File: config.mk
export PLATFORM = sky130hd
export DESIGN_NAME = uw_frame_tx
export DESIGN_NICKNAME = d
export VERILOG_FILES = /design/src/rtl/uw_frame_tx.sv
export SDC_FILE = /design/constraint.sdc
export NUM_CORES = 1
export LEC_CHECK = 0
export CAP_MARGIN = 40
export CORE_MARGIN = 1
export CORE_UTILIZATION = 50
export CTS_BUF_LIST = sky130_fd_sc_hd__clkbuf_16
export DETAILED_ROUTE_END_ITERATION = 8
export GPL_TIMING_DRIVEN = 1
export PLACE_DENSITY_LB_ADDON = 0.05
export SYNTH_ARGS = -nofsm -noshare
export SYNTH_HDL_FRONTEND = slang
export SYNTH_SLANG_ARGS = --single-unit
File: constraint.sdc
create_clock -name clk -period 4.2 [get_ports clk]
set_input_delay 0.84 -clock clk [delete_from_list [all_inputs] [get_ports clk]]
set_output_delay 0.84 -clock clk [all_outputs]
set_load 0.02 [all_outputs]
File: src/rtl/uw_frame_tx.sv
// uw_frame_tx: transmit-side QPSK burst framer.
// A start request sends a fixed unique-word preamble and then PAYLOAD_LEN
// payload dibits. Each symbol is Gray-mapped to a signed Q1.15 I/Q pair and
// presented on a registered valid/ready symbol stream.
// Optional build macro UWTX_TEST_ROT_EN adds the test_rot input. test_rot is
// captured when a frame starts, and every symbol of that frame, including the
// UW, is pre-rotated by 0/90/180/270 degrees. This supports loopback tests of
// the receiver's rotation detection.
module uw_frame_tx #(
   parameter int                 UW_LEN      = 32,
   parameter logic [63:0]        UW_PATTERN  = 64'hE4E4_1B1B_D8D8_2727,
   parameter int                 PAYLOAD_LEN = 256,
   parameter logic signed [15:0] AMP         = 16'sd23170
) (
   input  logic               clk,
   input  logic               rst,
   input  logic               start,
   input  logic [1:0]         data_in,
   input  logic               data_valid,
   output logic               data_ready,
   output logic signed [15:0] i_out,
   output logic signed [15:0] q_out,
   output logic               sym_valid,
   input  logic               sym_ready,
   output logic               busy,
   output logic               frame_done
`ifdef UWTX_TEST_ROT_EN
   ,
   input  logic [1:0]         test_rot
`endif
);

   localparam int       PL_W    = (PAYLOAD_LEN > 1) ? $clog2(PAYLOAD_LEN) : 1;
   localparam logic [4:0]      UW_LAST = 5'(UW_LEN - 1);
   localparam logic [PL_W-1:0] PL_LAST = PL_W'(PAYLOAD_LEN - 1);
   localparam logic [5:0]      UW_MSB  = 6'(2 * UW_LEN - 1);

   // Illegal parameter sets are reported while the design is elaborated.
   if (UW_LEN < 1 || UW_LEN > 32) begin : g_bad_uw_len
      $error("uw_frame_tx: UW_LEN=%0d is outside 1..32", UW_LEN);
   end
   if (PAYLOAD_LEN < 1) begin : g_bad_payload_len
      $error("uw_frame_tx: PAYLOAD_LEN=%0d must be at least 1", PAYLOAD_LEN);
   end

   typedef enum logic [1:0] {
      S_IDLE,
      S_UW,
      S_PAYLOAD
   } state_t;

   state_t             r_state;
   state_t             w_state_nxt;
   logic [4:0]         r_uw_cnt;
   logic [PL_W-1:0]    r_pl_cnt;
   logic signed [15:0] r_i;
   logic signed [15:0] r_q;
   logic               r_valid;

   logic               w_slot_free;
   logic               w_load;
   logic [1:0]         w_dibit;
   logic [5:0]         w_uw_bit;
   logic signed [15:0] w_map_i;
   logic signed [15:0] w_map_q;
   logic signed [15:0] w_sym_i;
   logic signed [15:0] w_sym_q;

   assign i_out     = r_i;
   assign q_out     = r_q;
   assign sym_valid = r_valid;

   // Position of the high bit of the current UW dibit, counting MSB-first.
   assign w_uw_bit = UW_MSB - {r_uw_cnt, 1'b0};

   // Next state, load strobe, handshake and status decode.
   always_comb begin
      // NOTE: every output of this block gets a default first, so no path
      // can leave it unassigned and infer a latch.
      w_state_nxt = r_state;
      w_slot_free = !r_valid || sym_ready;
      w_load      = 1'b0;
      w_dibit     = 2'b00;
      data_ready  = 1'b0;
      frame_done  = 1'b0;
      busy        = 1'b0;
      case (r_state)
         S_IDLE: begin
            if (start) begin
               w_state_nxt = S_UW;
            end
         end
         S_UW: begin
            busy    = 1'b1;
            w_dibit = {UW_PATTERN[w_uw_bit], UW_PATTERN[w_uw_bit - 6'd1]};
            if (w_slot_free) begin
               w_load = 1'b1;
               if (r_uw_cnt == UW_LAST) begin
                  w_state_nxt = S_PAYLOAD;
               end
            end
         end
         S_PAYLOAD: begin
            busy       = 1'b1;
            data_ready = w_slot_free;
            w_dibit    = data_in;
            if (w_slot_free && data_valid) begin
               w_load = 1'b1;
               if (r_pl_cnt == PL_LAST) begin
                  frame_done  = 1'b1;
                  w_state_nxt = S_IDLE;
               end
            end
         end
         default: begin
            w_state_nxt = S_IDLE;
         end
      endcase
   end

   // Gray mapping: a set bit selects the negative amplitude on its rail.
   always_comb begin
      w_map_i = w_dibit[1] ? -AMP : AMP;
      w_map_q = w_dibit[0] ? -AMP : AMP;
   end

`ifdef UWTX_TEST_ROT_EN
   logic [1:0] r_rot;

   // Capture the test rotation when a frame starts and hold it for that frame.
   always_ff @(posedge clk or posedge rst) begin
      if (rst) begin
         r_rot <= 2'b00;
      end else if (r_state == S_IDLE && start) begin
         r_rot <= test_rot;
      end
   end

   // Pre-rotate the mapped symbol by 0/90/180/270 degrees.
   always_comb begin
      w_sym_i = w_map_i;
      w_sym_q = w_map_q;
      case (r_rot)
         2'b01: begin
            w_sym_i = -w_map_q;
            w_sym_q = w_map_i;
         end
         2'b10: begin
            w_sym_i = -w_map_i;
            w_sym_q = -w_map_q;
         end
         2'b11: begin
            w_sym_i = w_map_q;
            w_sym_q = -w_map_i;
         end
         default: begin
            w_sym_i = w_map_i;
            w_sym_q = w_map_q;
         end
      endcase
   end
`else
   assign w_sym_i = w_map_i;
   assign w_sym_q = w_map_q;
`endif

   // State register.
   always_ff @(posedge clk or posedge rst) begin
      // NOTE: sequential state uses non-blocking assignments so every
      // register samples values from before the edge.
      if (rst) begin
         r_state <= S_IDLE;
      end else begin
         r_state <= w_state_nxt;
      end
   end

   // Symbol counters. Both are cleared while idle, so each frame starts at zero.
   always_ff @(posedge clk or posedge rst) begin
      if (rst) begin
         r_uw_cnt <= '0;
         r_pl_cnt <= '0;
      end else begin
         case (r_state)
            S_UW: begin
               if (w_load) begin
                  r_uw_cnt <= r_uw_cnt + 5'd1;
               end
            end
            S_PAYLOAD: begin
               if (w_load) begin
                  r_pl_cnt <= r_pl_cnt + PL_W'(1);
               end
            end
            default: begin
               r_uw_cnt <= '0;
               r_pl_cnt <= '0;
            end
         endcase
      end
   end

   // Output register. It loads only when the slot is free, holds while stalled,
   // and drops valid after an accepted symbol when nothing new loads.
   always_ff @(posedge clk or posedge rst) begin
      // NOTE: the sample registers are reset along with valid, so an abort
      // leaves no stale symbol on the outputs.
      if (rst) begin
         r_i     <= '0;
         r_q     <= '0;
         r_valid <= 1'b0;
      end else if (w_load) begin
         r_i     <= w_sym_i;
         r_q     <= w_sym_q;
         r_valid <= 1'b1;
      end else if (sym_ready) begin
         r_valid <= 1'b0;
      end
   end

endmodule
==> results of run 1 <==
per-layer routing:
metal  up-vias  wire [um]
li1        530          -
met1       541       1310
met2        34       1380
met3         2        132
met4         0          9
met5         -          0
cell families after synthesis:
logic type,share of synthesized area (%)
other cells,0.274
flops,38.4
compound gates,19.6
xor+xnor,1.28
fa+ha+maj,5.49
buf+inv,19.3
mux,1.46
simple gates,14.2
cell usage in the layout (no fill, tap or decap), drive strengths merged, types with 2 or more instances in the layout:
cell type       n
clkdlybuf4s50  40
dfrtp          21
inv            10
a21oi           9
o31ai           9
o21ai           9
nand2           8
ha              6
nand4           5
or4             5
nand2b          4
a21o            4
nor2            4
a31oi           4
nand3           3
or3             3
clkbuf          3
mux2i           2
xor2            2
a221oi          2
conb            2
power breakdown:
part / internal, W / total [W] / switching [W]
combinational: 0.000299 / 0.000665 / 0.000366
clock: 0.000128 / 0.000200 / 0.0000727
sequential: 0.000240 / 0.000292 / 0.0000521
total: 0.000667 / 0.00116 / 0.000490
final cells by class:
type	count	area, um2	area share (%)
Clock buffer	3	75.1	4.51
Tap cell	30	37.5	2.26
Timing Repair Buffer	40	400	24.1
Inverter	10	37.5	2.26
Multi-Input combinational cell	87	582	35.0
Clock inverter	1	5.00	0.301
Sequential cell	21	526	31.6
worst paths after layout:
kind / start / end / slack (ns)
min in group asynchronous: rst / r_pl_cnt[7] / 1.04
min reg2reg: i_out[1] / i_out[1] / 0.52
max in group asynchronous: rst / r_pl_cnt[2] / 2.67
max reg2reg: r_state[0] / r_pl_cnt[3] / 1.98
min: i_out[1] / i_out[1] / 0.52
max: data_valid / frame_done / 0.67
registers in the layout, indices dropped and copies added, names as in the netlist:
register,cells
q_out,2
i_out,3
r_state,2
r_uw_cnt,5
sym_valid,1
r_pl_cnt,8
stage by stage:
step | hold slack [ns] | cells | total power (W) | setup slack (ns) | area (um2)
final | 0.520 | 192 | 0.00116 | 0.673 | 1660
after global routing | 0.569 | 192 | 0.00123 | 0.593 | 1660
after CTS | 0.533 | 192 | 0.00117 | 0.668 | 1660
after detailed placement | 0.486 | 188 | 0.000963 | 0.670 | 1580
after global placement | 0.470 | 188 | 0.000948 | 0.681 | 1580
after floorplan | 0.495 | 150 | 0.000795 | 1.67 | 1370
worst max-delay path, stage by stage:
cell                              delay (ns)
sky130_fd_sc_hd__clkdlybuf4s50_1        0.55
sky130_fd_sc_hd__nand2_1                0.10
sky130_fd_sc_hd__or4_1                  0.50
sky130_fd_sc_hd__nor2_1                 0.09
sky130_fd_sc_hd__clkdlybuf4s50_1        0.60
==> results.txt, run 1 <==
The flow ran to the end, and the final reports show no timing, DRC or antenna violations. The residual DRC count came out at 0. The number of antenna diodes in the final layout is 0. Counting flops and latches in the post-synthesis netlist gives 21. The top cell type by area accounts for 38.4% of the synthesized area. The antenna violation net count after detailed routing came out at 0. The depth of the worst register-to-register path is 6.

STA classifies the critical path startpoint as a primary input. The chip height came out at 54.3 um. The number of rows in the core area came out at 18. The number of max-cap violations came out at 0. The met2 global-route usage came out at 34.1%.

The number of antenna violations at the first check in global routing is 0. The static power due to leakage is 0.704 nW. The global-route congestion overflow total came out at 0. The highest clock rate is 0.284 GHz.

The count of port buffers added during placement came out at 40. The most frequent cell after synthesis is sky130_fd_sc_hd__buf_4. The die covers 2950 um2. The post-CTS setup buffer count is 0. Ranked by instance count, the synthesized netlist is headed by sky130_fd_sc_hd__buf_4 (28), sky130_fd_sc_hd__dfrtp_1 (21), sky130_fd_sc_hd__inv_1 (10). The post-synth design cell area is 1370 um2.

The maximum root-to-sink buffer count is 2. The pin count of the biggest net entering global routing is 22. Once the floorplan was initialized, standard cells occupied 54.2% of the core. The actual slew at the worst max-slew pin came out at 0.790 ns. In this run the clock root is driven by a sky130_fd_sc_hd__clkbuf_16. The count of hold buffers inserted by post-cts repair came out at 0. The library cell occupying the most area in the post-synthesis netlist is sky130_fd_sc_hd__dfrtp_1. The total of warnings raised by yosys came out at 0.

In this run, CTS created clock tree buffers numbering 3. The setup skew after layout is 0.00506 ns. The number of levels the H-tree was split into is 1. The worst pin sits at a relative slew slack of 47.3%. Global routing used 4.17% of the available met3 tracks. The aggregate global-route resource usage came out at 21.0%. For this run, the leading register cell type out of synthesis is sky130_fd_sc_hd__dfrtp_1. The critical path capture point type is an output port. After global routing, the most crowded layer is met2. The path class of the tightest hold or removal check is flop to flop. For this run, global-route usage on met1 was measured as 27.7%.

The fraction of final layout cells sized beyond drive strength 1 is 4.32%. After detailed routing, the number of vias per cell comes to 5.77. The detailed-routing iteration count for the pre-antenna-repair pass came out at 4. The arrival time of the worst setup path came out at 2.69 ns. The number of distinct library cells after synthesis is 30. The post-synthesis instance total came out at 149.

Sorting the synthesized cells by area gives the leading types as sky130_fd_sc_hd__dfrtp_1 (38%), sky130_fd_sc_hd__buf_4 (15%), sky130_fd_sc_hd__ha_1 (5.5%). The final number of hold-violating endpoints came out at 0. The area of the placeable core is 2520 um2. The power density over the cells came out at 696 nW/um2. The clock latency on the worst-skew pair is 0.25 ns. The setup TNS came out at 0 ns.

The highest net fanout along the worst path is 4. The worst path needs 3.53 ns of the cycle, external delays included. The floorplan die width is 54.3 um.

Setup repair after global routing left no endpoint under its margin. Averaged over all synthesized cells, the footprint is 9.18 um2. Cells fill 65.9% of the core in the end. The hold path depth is 1. The final net count is 176. The quantity of gates resized following cts is 0. Of the synthesized area, sequential elements account for 38.4%.

The final number of max-transition violations came out at 0. Relative to the synthesized area, the layout overhead comes to 21.6%. The global-route wire length before repair came out at 4460 um. Setup violations remaining at the end of the flow were counted as 0. The number of DRC violations after detailed-routing iteration 0 is 20.

The aggregate routed wire length came out at 2830 um. The ratio of final minimum period to clock period is 84.0%. The half-perimeter wire length after detailed placement is 2020 um. The TritonCTS sink count came out at 21. The number of ports placed on the die boundary is 43. The clock input transition at the sequential cells of the worst setup and hold paths is 0.06 ns. Across the VDD grid, the largest voltage drop is 0.000651 V.

In the final routed layout, each cell accounts on average for 14.7 um. The endpoint required time on the critical path came out at 3.36 ns. The critical path is of the primary input to output port type. TritonCTS built the clock tree. The share of flip-flops with an asynchronous set or reset after synthesis is 100%. The number of global-route vias before repair was 998.

The last weighted congestion value of the routability-driven placer is 0.764. The fill cell instance count of the final layout is 216. The via count is 1,107. The count of flip-flops with a built-in enable after synthesis is 0.
Power figures use the tool's default switching activity.
==> inputs of run 2 (changes only) <==
--- a/config.mk
+++ b/config.mk
@@ -7,7 +7,7 @@
 export LEC_CHECK = 0
 export CAP_MARGIN = 40
 export CORE_MARGIN = 1
-export CORE_UTILIZATION = 50
+export CORE_UTILIZATION = 42
 export CTS_BUF_LIST = sky130_fd_sc_hd__clkbuf_16
 export DETAILED_ROUTE_END_ITERATION = 8
 export GPL_TIMING_DRIVEN = 1
==> constraint.sdc (replaced) <==
create_clock -name clk -period 3.05 [get_ports clk]
set_input_delay 0.61 -clock clk [delete_from_list [all_inputs] [get_ports clk]]
set_output_delay 0.61 -clock clk [all_outputs]
set_load 0.02 [all_outputs]
==> results.txt, run 2 (synthesis results as in run 1) <==
The launch instance of the worst register-to-register path is r_state[1]. IR analysis of the VDD net gives a maximum drop of 0.000518 V. The aggregate global-route resource usage came out at 18.7%. The half-perimeter wire length after detailed placement came out at 2140 um. The clock passes through at most 2 buffers. The total inserted antenna cells is 0. The register with the most flip-flops in the final layout is r_pl_cnt. The detail-routed net length per standard cell came out at 13.7 um. The capture point of the worst reg-to-reg path is r_uw_cnt[3]. In the routed layout, each cell is associated on average with a via count of 5.20. The critical path is of the primary input to output port type. The number of DRC violations after detailed-routing iteration 0 is 39. The worst hold path terminates at i_out[1]. The initial standard-cell utilization of the core is 44.4%. The worst setup path is launched from a primary input. The worst hold path begins at i_out[1]. The overall power of the completed layout is 0.00161 W.

Among all stages on the critical path, the largest delay is contributed by sky130_fd_sc_hd__clkdlybuf4s50_1. The number of global-route vias before repair came out at 1,036. The worst path needs 2.60 ns of the cycle, external delays included. The utilization of the core after routing is 56.0%. The floorplan die width is 59.1 um. The path class of the tightest hold or removal check is flop to flop.

The static power due to leakage is 0.742 nW. The final number of hold-violating endpoints is 0. The first global-routing pass estimated 4880 um of wire. Cells with a size suffix above 1 make up 6.63% of the layout. The number of antenna violations at the first check in global routing came out at 0.

The die is 59.1 um tall. Counting cells, the worst reg-to-reg path comes to 6. The antenna violation net count after detailed routing is 0. The fill cell instance count of the final layout is 292. The run finished with clean final reports. Leaving out fill and tap cells, the most frequent cell in the layout is sky130_fd_sc_hd__clkdlybuf4s50_1. TritonCTS built the clock tree. The detailed-routing iteration count for the pre-antenna-repair pass is 4.

The setup slack after layout is 0.446 ns. The global-route congestion overflow total is 0. The final number of max-transition violations came out at 0. In the final layout, the multi-input gates occupy 582 um2. In this run the count of I/O pins placed on the die edge is 43. Of all nets on the critical path, the largest fanout is 2. Along the worst hold path, the cell count comes to 1. STA classifies the critical path endpoint as an output port. The die area is 3490 um2. The cell at the root of the clock tree is sky130_fd_sc_hd__clkbuf_16. The number of max-cap violations came out at 0.

Across all hold checks on the routed design, the worst slack comes to 0.493 ns. At the later pin of the worst-skew pair, clock insertion delay measures 0.25 ns. The area of the placeable core came out at 3080 um2. The power density over the cells is 933 nW/um2. Wires add up to 2880 um.

Port buffering added 40 buffers. The final net count came out at 180. The clock arrives with 0.00324 ns of skew.

Setup repair after global routing left no endpoint under its margin. The flip-flop count of the largest register after layout is 8. The residual DRC count came out at 0. The combined flip-flop and latch cell area is 526 um2. In the layout the commonest cells are sky130_fd_sc_hd__clkdlybuf4s50_1 (39), sky130_fd_sc_hd__dfrtp_1 (21), sky130_fd_sc_hd__inv_1 (10). The signal on the critical path passes through clkdlybuf4s50_1, nand2_1, or4_1, nor2_1, dlymetal6s2s_1.

At the end of routability-driven placement, the weighted congestion stood at 0.822. The ratio of final minimum period to clock period came out at 85.4%. The via count came out at 1,093. The floorplan has 20 rows. The actual slew at the worst max-slew pin came out at 0.576 ns. The maximum cell stage delay along the critical path is 0.49 ns. The max-slew headroom at the worst pin is 61.6%. STA puts the critical path data required time at 2.44 ns. The worst setup timing slack at the placement stage is 0.0661 ns. The arrival time of the worst setup path is 1.99 ns. In this run the number of H-tree levels came out at 1.

The clock input transition at the sequential cells of the worst setup and hold paths came out at 0.06 ns. The highest clock rate is 0.384 GHz. After clock tree synthesis, the setup repair step added 0 buffers. Counting the buffers created by CTS gives 3. The tree built by TritonCTS fans out to 21 sinks. Setup violations remaining at the end of the flow were counted as 0. The slack of the worst reg-to-reg path came out at 0.94 ns. The pin count of the biggest net entering global routing is 17.

The setup TNS is 0 ns. The post-synthesis to final-layout area growth came out at 26.0%.
run 2: metal layers:
metal / wire length, um / vias up / GRT usage [%]
li1: - / 536 / -
met1: 1370 / 523 / 24.6
met5: 0 / - / 0
met3: 120 / 2 / 3.93
met2: 1370 / 32 / 31.0
met4: 17 / 0 / 5.10
run 2: layout make-up:
type / instances / area share, %
clock buffer: 3 / 4.36
sequential: 21 / 30.5
timing repair buffer: 44 / 25.6
inverter: 10 / 2.18
tap: 44 / 3.20
multi-input combinational: 87 / 33.8
clock inverter: 1 / 0.436
run 2: timing repair:
item                       in CTS  in global routing
gates resized for setup         0                  1
hold buffers                    0                  0
setup endpoints to repair       0                  1
run 2: worst max-delay path by stage:
stage / cells after the start / slack, ns / start / to
6_report: 5 / 0.45 / data_valid / frame_done
3_3_place_gp: 5 / 0.08 / data_valid / frame_done
4_1_cts: 5 / 0.06 / data_valid / frame_done
2_1_floorplan: 3 / 0.98 / sym_ready / frame_done
3_5_place_dp: 5 / 0.07 / data_valid / frame_done
5_1_grt: 5 / 0.36 / data_valid / frame_done
run 2: power by group:
group	switching [W]	internal, W
combinational	0.000504	0.000419
clock	0.000103	0.000177
sequential	0.0000724	0.000331
run 2: critical path: cells and delay by family:
kind,cells,cell delay (ns)
buf+inv,2,0.72
simple gates,3,0.67
run 2: through the flow:
stage / cell area [um2] / cells
6_report: 1720 / 210
5_1_grt: 1720 / 210
4_1_cts: 1720 / 210
3_5_place_dp: 1640 / 206
3_3_place_gp: 1620 / 205
2_1_floorplan: 1370 / 150
==> inputs of run 3 (changes only) <==
--- a/config.mk
+++ b/config.mk
@@ -12,6 +12,7 @@
 export DETAILED_ROUTE_END_ITERATION = 8
 export GPL_TIMING_DRIVEN = 1
 export PLACE_DENSITY_LB_ADDON = 0.05
+export SLEW_MARGIN = 10
 export SYNTH_ARGS = -nofsm -noshare
 export SYNTH_HDL_FRONTEND = slang
 export SYNTH_SLANG_ARGS = --single-unit
==> results of run 3 <==
Final layout, timing and power as in run 2 (identical DEF).
